==> src/rtl/sliding_window_max.sv <==
// Streaming sliding-window maximum: a LENGTH-deep shift window feeding a registered
// binary comparator tree that reports the window maximum and its age.
module sliding_window_max #(
    parameter int unsigned DATA_WIDTH = 8,
    parameter int unsigned LENGTH     = 16,
    parameter int unsigned IDX_W      = $clog2(LENGTH)
) (
    input  logic                  clk,
    input  logic                  rst,
    input  logic                  clr,
    input  logic                  in_valid,
    input  logic [DATA_WIDTH-1:0] din,
    output logic                  dout_valid,
    output logic [DATA_WIDTH-1:0] dout,
    output logic [IDX_W-1:0]      dout_idx,
    output logic                  full
);

    localparam int unsigned L2    = $clog2(LENGTH);
    localparam int unsigned CNT_W = $clog2(LENGTH + 1);

    logic [DATA_WIDTH-1:0] r_win [LENGTH];
    logic [CNT_W-1:0]      r_cnt;
    logic [L2:0]           r_vpipe;
    logic                  w_win_full;

    // Heap-ordered tree: node n has children 2n and 2n+1; node 1 is the root.
    logic [DATA_WIDTH-1:0] r_node_val [1:LENGTH-1];
    logic [IDX_W-1:0]      r_node_idx [1:LENGTH-1];

    // The window is complete once the sample being accepted brings it to LENGTH.
    assign w_win_full = in_valid && (r_cnt >= CNT_W'(LENGTH - 1));

    always_ff @(posedge clk or posedge rst) begin
        if (rst) begin
            for (int i = 0; i < int'(LENGTH); i++) r_win[i] <= '0;
        end else if (clr) begin
            for (int i = 0; i < int'(LENGTH); i++) r_win[i] <= '0;
        end else if (in_valid) begin
            r_win[0] <= din;
            for (int i = 1; i < int'(LENGTH); i++) r_win[i] <= r_win[i-1];
        end
    end

    always_ff @(posedge clk or posedge rst) begin
        if (rst) begin
            r_cnt      <= '0;
            full       <= 1'b0;
            r_vpipe    <= '0;
            dout_valid <= 1'b0;
        end else if (clr) begin
            r_cnt      <= '0;
            full       <= 1'b0;
            r_vpipe    <= '0;
            dout_valid <= 1'b0;
        end else begin
            if (in_valid && (r_cnt != CNT_W'(LENGTH))) r_cnt <= r_cnt + CNT_W'(1);
            if (w_win_full) full <= 1'b1;
            r_vpipe    <= {r_vpipe[L2-1:0], w_win_full};
            dout_valid <= r_vpipe[L2];
        end
    end

    for (genvar n = 1; n < int'(LENGTH); n++) begin : g_node
        logic [DATA_WIDTH-1:0] w_a_val;
        logic [DATA_WIDTH-1:0] w_b_val;
        logic [IDX_W-1:0]      w_a_idx;
        logic [IDX_W-1:0]      w_b_idx;

        if (2 * n >= int'(LENGTH)) begin : g_leaf
            assign w_a_val = r_win[2*n - int'(LENGTH)];
            assign w_b_val = r_win[2*n + 1 - int'(LENGTH)];
            assign w_a_idx = IDX_W'(2*n - int'(LENGTH));
            assign w_b_idx = IDX_W'(2*n + 1 - int'(LENGTH));
        end else begin : g_inner
            assign w_a_val = r_node_val[2*n];
            assign w_b_val = r_node_val[2*n + 1];
            assign w_a_idx = r_node_idx[2*n];
            assign w_b_idx = r_node_idx[2*n + 1];
        end

        // Left child always covers newer samples, so it wins ties.
        always_ff @(posedge clk or posedge rst) begin
            if (rst) begin
                r_node_val[n] <= '0;
                r_node_idx[n] <= '0;
            end else if (w_b_val > w_a_val) begin
                r_node_val[n] <= w_b_val;
                r_node_idx[n] <= w_b_idx;
            end else begin
                r_node_val[n] <= w_a_val;
                r_node_idx[n] <= w_a_idx;
            end
        end
    end

    always_ff @(posedge clk or posedge rst) begin
        if (rst) begin
            dout     <= '0;
            dout_idx <= '0;
        end else begin
            dout     <= r_node_val[1];
            dout_idx <= r_node_idx[1];
        end
    end

endmodule
==> config.mk <==
export PLATFORM = sky130hd
export DESIGN_NAME = sliding_window_max
export DESIGN_NICKNAME = d
export VERILOG_FILES = /design/src/rtl/sliding_window_max.sv
export SDC_FILE = /design/constraint.sdc
export NUM_CORES = 1
export LEC_CHECK = 0
export CORE_ASPECT_RATIO = 1.1
export CORE_MARGIN = 8
export CORE_UTILIZATION = 50
export DETAILED_ROUTE_END_ITERATION = 7
export PLACE_DENSITY_LB_ADDON = 0.1
export REMOVE_ABC_BUFFERS = 1
export SLEW_MARGIN = 20
export SYNTH_ARGS = -nofsm -noshare
export SYNTH_HDL_FRONTEND = slang
export SYNTH_SLANG_ARGS = --single-unit
==> constraint.sdc <==
create_clock -name clk -period 12.45 [get_ports clk]
set_input_delay 1.8675 -clock clk [delete_from_list [all_inputs] [get_ports clk]]
set_output_delay 1.8675 -clock clk [all_outputs]
set_load 0.01 [all_outputs]
# Word-level counts from Yosys, hierarchy flattened
# Cells that the tools add are included.
[totals] register_bits=332 latch_bits=0 ramBits=0 romBits=0 in_bits=12 out_inout_bits=14 word_cells=113 memories=0
[classes] n_addsub=1 multipliers=0 n_div=0 magnitude_cmp=16 n_eq_ne=1 shift=0 muxes=38 n_bitwise=0 n_reduce_logical=5
[ops] cell="2-to-1 mux 128 bit" count=2
[ops] cell="> comparator 8 bit" count=15
[ops] cell="2-to-1 mux 8 bit" count=15
[ops] cell="2-to-1 mux 4 bit" count=7
[ops] cell="2-to-1 mux 5 bit" count=3
[ops] cell="2-to-1 mux 1 bit" count=11
[ops] cell="nonzero test 2 bit" count=3
[ops] cell="adder 5 x 1 -> 5 bit (second input constant)" count=1
[ops] cell="greater-or-equal comparator 5 x 4 -> 1 bit (second input constant)" count=1
[ops] cell="inequality test 5 bit (second input constant)" count=1
[ops] cell="logical AND 1 bit" count=2

# Depth between registers and ports, before layout
# Gate-level depths: netlist (run 1).
[depth] ltp_word=4 mapped_depth=8 depth_no_buf=7

# Worst setup path after synthesis (run 1)
# No wires, ideal clock.
[synth_timing] path_type="input-to-reg" from="input port in_valid" to="register r_win (netlist bit g_node[10].w_a_val[7])" setup_time_ps=132 arrival_time_ps=2769 required_ps=12318 slack_ps=9549 path_stages=5 n_path_buf=3 path_cell_list="clkbuf_1 > clkbuf_1 > buf_2 > mux2i_1 > nor2_1"
[synth_via] elab_chain_cells=1
[synth_rtl] element="start, declared" line="11" text="input logic in_valid,"
[synth_rtl] element="nonzero test 2 bit (no line)"
[synth_rtl] element="end, declared" line="22" text="logic [DATA_WIDTH-1:0] r_win [LENGTH];"
# Every way passes these cells.
# A chain may end at the register's enable or synchronous reset.

==> summary.md, run 1 <==
| Metric | Value |
|---|---|
| DR pass1 iterations | 5 |
| Period Utilization, post-route | between 20% and 30% |
| Yosys warnings | 0 |
| Crit path launch type | primary input |
| Cts hold-fix bufs | 0 |
| Flops & latches, synth | 303 |
| CP arrival | 3.90 ns |
| Mux contribution to synthesized area | 11.44% |
| Clock Sinks | 303 |
| Async S/R FF share, synth | 100.0% |
| Minimum clock period | 3.389 ns |
| Final HPWL DP | approximately 22 mm |
| Post-synthesis cell area | 15920 um^2 |
| Hold WS | 0.3455 ns |
| Final setup viols | 0 |
| FILL cells | 2646 |
| Ys flop type | dfrtp_1 |
| Routed Antenna Nets | 0 |
| Critical-path maximum fanout | 169 |
| Gate Count Post-Synth | 1467 |
| Max-cap violation count | 0 |
| Die Width | 186.1 um |
| Mapped Avg Cell Area | 10.85 um^2 |
| Main combinational cell family by area after synthesis | compound AO/OA/AOI/OAI gates |
| Vias/cell | 5.656 |
| Post-Synth Simple-Gate Area | between 10% and 20% |
| F_max | 295.0 MHz |
| Core area | 31400 um^2 |
| Root Buffer | clkbuf_16 |
| DRT iter0 DRCs | 789 |
| Clk pin slew, worst setup/hold paths | 0.05 ns |
| Commonest cells in the netlist | dfrtp_1, nor2_1, inv_1 |
| VDD IR-drop max | 0.00007865 V |
| Slowest stage delay, CP | ~0.7 ns |
| Hold Path Origin | r_node_idx[59] |
| Global-route usage over all layers | 17.58% |
| XOR/XNOR Fraction of Synth Area | 0.1650% |
| P&R area growth vs syn | 10.79% |
| Port buffer count | 25 |
| TritonCTS clock tree | yes |
| Die H | slightly above 200 um |
| Vias post-DR | 10840 |
| Min-Delay Endpoint | dout_idx[3] |
| Status | finished clean |
| Vias in the first global route | ~11000 |
| Clock Tree Buf Depth | 3 |
| Initial antenna violation count | 0 |
| Post-synth EDFFs | 0 |
| Fin Clk Skew | 0.007570 ns |
| Crit path required time | about 13 ns |
| Slowest-stage cell, CP | buf_12 |
| Synth area leader | dfrtp_1 |
| Site Rows | slightly below 70 |
| Synth area leaders | dfrtp_1, ha_1, mux2i_1 |
| Inserted Clock Buffers | 34 |
| First-pass GRT wire length | 55.30 mm |
| DRC | 0 |
| Largest net degree at the start of global routing | 170 |
| GR Overflow Total | 0 |
| CP Capture Type | async pin |
| Share of layout cells above drive strength 1 | between 10 and 15% |
| Post-synthesis sequential area ratio | 47.62% |
| Worst Reg-to-Reg Cells | 6 |
| Most common cell in the synthesized netlist | dfrtp_1 |
| Synth Area in Adders | 9.666% |
| Post-synth cell types | 41 |
| N_diodes | 0 |
| Wire per inst | 17.00 um |
| Die ar. | 37820 um^2 |
| Actual slew at the worst max-slew pin | 1.036 ns |
| Initial Utilization | between 50% and 60% |
| Hold-critical path depth | 0 |
| Area share of the largest cell type after synthesis | 47.62% |
| Worst R2R Setup Slack | 9.70 ns |
| Synth Area in Compound Gates | 16.00% |
| Pwr/cell area | 147.2 nW/um^2 |
| Clock Latency Late Sink | 0.50 ns |
| R2R Path Start | g_node[10].w_a_val[2] |
| Worst min path class | register to register |
| Global placement routability congestion | just over 0.8 |
| Final Hold Vio Count | 0 |
| Setup TNS | 0 ns |
| Crit-path cells | clkdlybuf4s50_1 > inv_8 > buf_12 |
| CTS resizes | 0 |
| # H-tree levels | 2 |
| Top Ports | 26 |
| Worst relative slew slack | 30.92% |
| Leakage | 8.280 nW |
| Layout net count | 1610 |
| RSZ-0062 raised after global routing | no |
| Max-slew violation count | 0 |
| Setup CP Type | primary input to async pin |
| Worst reg2reg endpoint | g_node[5].w_a_val[7] |
| Post-CTS Setup Repair Bufs | 0 |
| Final wirelength | 32.57 mm |
==> cells in the final DEF (no fill, tap or decap), types with 35 or more instances in the layout <==
| master | instances |
|---|---|
| o221a_2 | 40 |
| clkbuf_16 | 35 |
| a211oi_1 | 65 |
| inv_1 | 129 |
| dfrtp_1 | 303 |
| mux2i_1 | 128 |
| o221a_1 | 36 |
| nor2_1 | 227 |
| o21ai_0 | 74 |
| ha_1 | 123 |
| mux2_2 | 48 |
==> through the flow <==
step / utilization (%) / power [mW] / setup slack [ns] / cell area [um^2] / std cells
CTS: 56.16 / 2.630 / 8.995 / 17630 / 1916
global route: 56.19 / 2.722 / 8.756 / 17640 / 1916
finish: 56.19 / 2.597 / 9.061 / 17640 / 1916
detailed placement: 52.49 / 1.594 / 8.469 / 16480 / 1859
floorplan: - / 1.441 / 2.208 / 15660 / 1410
global placement: 52.49 / 1.582 / 8.486 / 16480 / 1859
==> worst max-delay path by stage <==
stage | startpoint | endpoint | slack (ns) | cells past startpoint
2_1_floorplan | rst | dout[0] | 2.21 | 1
3_3_place_gp | rst | g_node[11].w_b_val[0] | 8.49 | 3
4_1_cts | rst | r_cnt[1] | 8.99 | 3
6_report | rst | r_cnt[1] | 9.06 | 3
3_5_place_dp | rst | r_cnt[1] | 8.47 | 3
5_1_grt | rst | r_vpipe[0] | 8.76 | 3
==> sequential cells by signal (all words and copies together) (netlist names) <==
name            cells
r_node_val          8
g_node.w_a_idx     12
g_node.w_b_idx     15
dout_idx            4
dout_valid          1
full                1
r_node_idx          4
r_vpipe             5
dout                8
g_node.w_b_val    120
r_cnt               5
g_node.w_a_val    120
==> per-layer routing <==
metal	track usage (%)	up-vias	wire length, um
met1	26.02	5330	16260
li1	-	5312	-
met3	2.563	39	1101
met4	4.285	0	565
met5	0	-	0
met2	26.77	155	14650
==> cell families after synthesis <==
kind of cell / count (synthesis)
xor+xnor: 3
flops: 303
compound gates: 319
fa+ha+maj: 123
simple gates: 349
mux: 176
other cells: 1
buf+inv: 193
==> area by class of cell <==
type                    instances  area [um^2]  area share, %
well taps                     420        525.5          2.979
multi-input cells             971         7571          42.92
clock buffers                  46        967.2          5.483
clock inverters                11        183.9          1.043
repair buffers                 29        291.5          1.653
inverters                     136        518.0          2.937
flip-flops and latches        303         7582          42.98
==> power by group <==
group / total (mW) / leakage (nW) / switching (mW) / internal [mW]
Sequential: 1.13 / 4.13 / 0.0502 / 1.08
Combinational: 0.442 / 3.58 / 0.230 / 0.212
Clock: 1.02 / 0.569 / 0.378 / 0.646
Total: 2.60 / 8.28 / 0.659 / 1.94
==> critical path, delay by kind of cell <==
| kind | cells | cell delay [ns] |
|---|---|---|
| buffers and inverters | 3 | 1.81 |
No activity file was read; power rests on OpenSTA's default activity.
==> run 2, diff against run 1 <==
==> constraint.sdc (replaced) <==
create_clock -name clk -period 3.26 [get_ports clk]
set_input_delay 0.489 -clock clk [delete_from_list [all_inputs] [get_ports clk]]
set_output_delay 0.489 -clock clk [all_outputs]
set_load 0.01 [all_outputs]
==> summary.md, run 2 (synthesis results as in run 1) <==
| Metric | Value |
|---|---|
| Die ar. | 37820 um^2 (unchanged) |
| CP Capture Type | register |
| F_max | between 400 and 500 MHz |
| Setup WS pre-CTS | 0.9518 ns (-7.517 ns) |
| Critical-path maximum fanout | 9 (-95%) |
| Final Power | 10.10 mW (+290%) |
| Crit-path cells | inv_1 > ha_1 > and4_1 > inv_1 > o21ai_1 > nor2_1 > a221oi_1 |
| GRT Max-Usage Layer | met1 |
| Wire per inst | 17.37 um (+2.2%) |
| Max-slew violation count | 0 (unchanged) |
| Top Ports | 26 (unchanged) |
| Largest net degree at the start of global routing | 96 (-44%) |
| Period Utilization, post-route | 71.96% |
| Most frequent cells in the layout | dfrtp_1, nor2_1, inv_1 |
| Clk pin slew, worst setup/hold paths | 0.06 ns (about the same) |
| Pwr/cell area | 565.7 nW/um^2 (+280%) |
| Share of layout cells above drive strength 1 | 11.89% (+1.1 points) |
| Site Rows | 68 (unchanged) |
| Minimum clock period | 2.346 ns |
| Vias in the first global route | 10940 (+1.9%) |
| Global placement routability congestion | 0.8575 (+3.3%) |
| Fin Clk Skew | 0.02266 ns (+0.01509 ns) |
| Actual slew at the worst max-slew pin | 0.7457 ns (-0.2905 ns) |
| Post-CTS Setup Repair Bufs | 0 (unchanged) |
| Slowest stage delay, CP | 0.49 ns (-0.20 ns) |
| # H-tree levels | 2 (unchanged) |
| N_diodes | 0 (unchanged) |
| RSZ-0062 raised after global routing | no |
| CP bufs+invs | 2 (-1) |
| Clock Latency Late Sink | 0.52 ns (+0.02 ns) |
| Inserted Clock Buffers | 34 (unchanged) |
| Initial Utilization | 50.71% (unchanged) |
| Finished Core Util | 56.87% (+0.69 points) |
| Clock Tree Buf Depth | 3 (unchanged) |
| Slowest-stage cell, CP | o21ai_1 |
| FILL cells | 2649 (+0.11%) |
| VDD IR-drop max | 0.0003065 V (+290%) |
| Port buffer count | 25 (unchanged) |
| DRC | 0 (unchanged) |
| Worst relative slew slack | 50.29% (+19 points) |
| Routed Antenna Nets | 0 (unchanged) |
| Crit path launch type | register |
| Initial antenna violation count | 0 (unchanged) |
| Root Buffer | clkbuf_16 |
| Worst Setup Slack, final | 0.9142 ns (-8.147 ns) |
| Max-cap violation count | 0 (unchanged) |
| DRT iter0 DRCs | 890 (+13%) |
| Die H | 203.2 um (unchanged) |
| Setup CP Type | register to register |
| Crit path required time | 3.63 ns (-9.33 ns) |
| CTS resizes | 0 (unchanged) |
| Met1 usage | 27.17% (+1.2 points) |
| Layout net count | 1623 (+0.81%) |
| Clock Sinks | 303 (unchanged) |
| GR met2 Demand/Resource | 27.16% (+0.39 points) |
| Final setup viols | 0 (unchanged) |
| CP arrival | 2.72 ns (-1.18 ns) |
| Crit-path leading delay family | compound AO/OA/AOI/OAI gates |
| GR Overflow Total | 0 (unchanged) |
| TritonCTS clock tree | yes |
| Die Width | 186.1 um (unchanged) |
| Final HPWL DP | 23.22 mm (+3.7%) |
| Global-route usage over all layers | 18.14% (+0.57 points) |
| DR pass1 iterations | 7 (+2) |
| Final Hold Vio Count | 0 (unchanged) |
| Leakage | 8.394 nW (+1.4%) |
| Commonest non-fill, non-tap cell in the layout | dfrtp_1 |
| P&R area growth vs syn | 12.14% |
| Status | finished clean |
| Vias/cell | 5.679 (+0.41%) |
| Worst min path class | register to register |
| CP dominant cell by count | inv_1 |
| Cts hold-fix bufs | 0 (unchanged) |
| First-pass GRT wire length | 57.28 mm (+3.6%) |
| Final wirelength | 33.60 mm (+3.2%) |
| Met3 Use GR | 2.759% (+0.20 points) |
| Vias post-DR | 10980 (+1.4%) |
| Core area | 31400 um^2 (unchanged) |
## run 2: layer usage
metal  share of wire, %  vias up
met5                  0        -
met4                1.6        0
met3                4.2       45
met2                 44      199
met1                 50     5395
li1                   -     5344
## run 2: area by class of cell
| type | count | area, um^2 | area share [%] |
|---|---|---|---|
| Sequential cell | 303 | 7582 | 42.47 |
| Timing Repair Buffer | 42 | 451.7 | 2.530 |
| Tap cell | 420 | 525.5 | 2.943 |
| Multi-Input combinational cell | 971 | 7564 | 42.36 |
| Clock buffer | 45 | 972.2 | 5.445 |
| Clock inverter | 17 | 241.5 | 1.352 |
| Inverter | 136 | 518.0 | 2.901 |
## run 2: final timing paths
kind	start	end	slack, ns	cells past startpoint
setup / recovery	g_node[10].w_a_val[7]	g_node[5].w_a_val[1]	0.91	7
hold / removal	r_node_idx[57]	dout_idx[1]	0.35	0
setup reg to reg	g_node[10].w_a_val[7]	g_node[5].w_a_val[1]	0.91	7
hold reg to reg	r_node_idx[57]	dout_idx[1]	0.35	0
max in group asynchronous	rst	g_node[14].w_a_val[7]	1.91	3
min in group asynchronous	rst	g_node[3].w_a_idx[3]	0.47	2
## run 2: where the power goes
part	total (mW)	switching [mW]	leakage (nW)	internal, mW
registers	4.33	0.204	4.13	4.13
clock network	4.08	1.56	0.595	2.51
logic	1.69	0.860	3.67	0.832
## run 2: per-stage QoR
stage               std cells  area [um^2]  hold slack, ns  TNS (ns)
floorplan                1410        15660          0.3312  -1697.79
global placement         1872        16640          0.3329         0
detailed placement       1872        16640          0.3347         0
CTS                      1934        17850          0.3487         0
global route             1934        17850          0.3629         0
finish                   1934        17850          0.3464         0
==> run 3, diff against run 2 <==
==> constraint.sdc (replaced) <==
create_clock -name clk -period 2 [get_ports clk]
set_input_delay 0.3 -clock clk [delete_from_list [all_inputs] [get_ports clk]]
set_output_delay 0.3 -clock clk [all_outputs]
set_load 0.01 [all_outputs]
==> summary.md, run 3 (synthesis results as in run 1) <==
| Metric | Value |
|---|---|
| Crit path launch type | register |
| N_diodes | 0 (unchanged) |
| Finished Core Util | 60.80% (+3.9 points) |
| Inserted Clock Buffers | 35 (+2.9%) |
| CP arrival | 2.33 ns (-0.39 ns) |
| P&R area growth vs syn | 19.90% |
| Design Area, Final | 19090 um^2 (+6.9%) |
| Clock Tree Buf Depth | 3 (unchanged) |
| Core area | 31400 um^2 (unchanged) |
| Worst min path class | primary input to register |
| Minimum clock period | 1.931 ns (-0.4148 ns) |
| Final Power | 16.57 mW (+64%) |
| Largest net degree at the start of global routing | 67 (-30%) |
| Placed cells | 2019 (+7.9%) |
| DRC | 0 (unchanged) |
| Global placement routability congestion | 0.8593 (+0.21%) |
| Setup CP Type | register to register |
| Die ar. | 37820 um^2 (unchanged) |
| Site Rows | 68 (unchanged) |
| Vias post-DR | 11670 (+6.3%) |
| Root Buffer | clkbuf_16 |
| Leakage | 9.164 nW (+9.2%) |
| Max-slew violation count | 0 (unchanged) |
| Pwr/cell area | 868.2 nW/um^2 (+53%) |
| Clk pin slew, worst setup/hold paths | 0.06 ns (about the same) |
| Initial Utilization | 50.71% (unchanged) |
| RSZ-0062 raised after global routing | yes |
| DR pass1 iterations | 5 (-2) |
| VDD IR-drop max | 0.0005648 V (+84%) |
| Vias/cell | 5.601 (-1.4%) |
| Vias in the first global route | 11710 (+7.0%) |
| Commonest non-fill, non-tap cell in the layout | dfrtp_1 |
| TritonCTS clock tree | yes |
| Final HPWL DP | 25.88 mm (+11%) |
| Clock Sinks | 303 (unchanged) |
| DRT iter0 DRCs | 675 (-24%) |
| Fin Clk Skew | 0.01569 ns (-0.006971 ns) |
| Max-cap violation count | 0 (unchanged) |
| Top Ports | 26 (unchanged) |
| Global-route usage over all layers | 19.51% (+1.4 points) |
| Layout net count | 1776 (+9.4%) |
| Die H | 203.2 um (unchanged) |
| F_max | 517.9 MHz (+21%) |
| Final wirelength | 36.24 mm (+7.9%) |
| Final setup viols | 0 (unchanged) |
| First-pass GRT wire length | 60.49 mm (+5.6%) |
| Share of layout cells above drive strength 1 | 20.55% (+8.7 points) |
| Wire per inst | 17.39 um (about the same) |
| Clock Latency Late Sink | 0.52 ns (about the same) |
| Initial antenna violation count | 1 (+1) |
| Critical-path maximum fanout | 5 (-4) |
| Crit path required time | 2.40 ns (-1.23 ns) |
| Port buffer count | 25 (unchanged) |
| Final Hold Vio Count | 0 (unchanged) |
| Routed Antenna Nets | 0 (unchanged) |
| CP Capture Type | register |
| Period Utilization, post-route | 96.55% (+25 points) |
| # H-tree levels | 2 (unchanged) |
| DP Area | 17780 um^2 (+6.9%) |
| Die Width | 186.1 um (unchanged) |
| Most frequent cells in the layout | dfrtp_1, nor2_1, buf_4 |
| Status | finished clean |
| Post-route insts no fill | 2084 (+7.8%) |
| GR Overflow Total | 0 (unchanged) |
[run 3: changes by cell type in the layout (fill, tap and decap cells not counted), moves of 2 or more]
| cell | before | now |
|---|---|---|
| ha_1 | 123 | 121 |
| clkinv_2 | 5 | 3 |
| nand2_2 | 0 | 3 |
| clkbuf_8 | 8 | 6 |
| a221oi_1 | 8 | 6 |
| buf_4 | 12 | 158 |
| a221oi_2 | 0 | 2 |
| buf_12 | 6 | 9 |
| a211o_2 | 0 | 3 |
| ha_4 | 0 | 2 |
| a211o_1 | 5 | 1 |
| a211o_4 | 0 | 4 |
| nand2_1 | 21 | 18 |
[run 3: cell type report]
cell class | count | area, um^2
clock buffers | 45 | 973.4
fillers | 2607 | 12310
well taps | 420 | 525.5
inverters | 136 | 518.0
flip-flops and latches | 303 | 7582
repair buffers | 191 | 1608
multi-input cells | 974 | 7681
clock inverters | 15 | 201.4
[run 3: worst max-delay path, cell delays in order, from the launching register on]
cell and delay, ns:
dfrtp_1 0.38, inv_1 0.06, ha_1 0.32, nor2b_4 0.14
o31ai_4 0.20, nand2_2 0.10, a211o_4 0.37, o221a_1 0.25
[run 3: metrics by stage]
step	setup WS, ns	hold WS, ns	TNS [ns]
floorplan	-6.674	0.3312	-2022.79
global placement	0.04511	0.3313	0
detailed placement	-0.002837	0.3358	-0.002837
CTS	0.01320	0.06005	0
global route	0.00005684	0.07456	0
finish	0.06895	0.07870	0
[run 3: timing repair]
| action | in CTS | in global routing |
|---|---|---|
| setup buffers | 0 | 2 |
| pin swaps | 0 | 5 |
| hold buffers | 0 | 0 |
| cloned | 0 | 3 |
| resized for setup | 2 | 16 |
| endpoints found under the setup margin | 10 | 59 |
[run 3: path summary, 6_finish.rpt]
check | startpoint | to | slack, ns | cells after the start
min reg2reg | r_node_val[117] | dout[5] | 0.35 | 0
max | g_node[4].w_a_val[1] | g_node[2].w_a_val[4] | 0.07 | 7
min | clr | r_vpipe[3] | 0.08 | 2
max reg2reg | g_node[4].w_a_val[1] | g_node[2].w_a_val[4] | 0.07 | 7
max in group asynchronous | rst | g_node[8].w_a_val[4] | 1.27 | 3
min in group asynchronous | rst | g_node[1].w_a_idx[1] | 0.13 | 2
[run 3: routing by layer]
layer	GRT usage, %	vias up	part of all wire [%]
li1	-	5659	-
met3	3.062	62	3.9
met2	30.06	212	45
met5	0	-	0
met4	5.959	0	2.3
met1	27.94	5739	49
[run 3: report_power, final]
| part | internal, mW | total [mW] | leakage (nW) | switching [mW] |
|---|---|---|---|---|
| clock network | 3.97 | 6.50 | 0.569 | 2.53 |
| registers | 6.73 | 7.04 | 4.13 | 0.312 |
| logic | 1.53 | 3.03 | 4.46 | 1.50 |
| total | 12.2 | 16.6 | 9.16 | 4.35 |
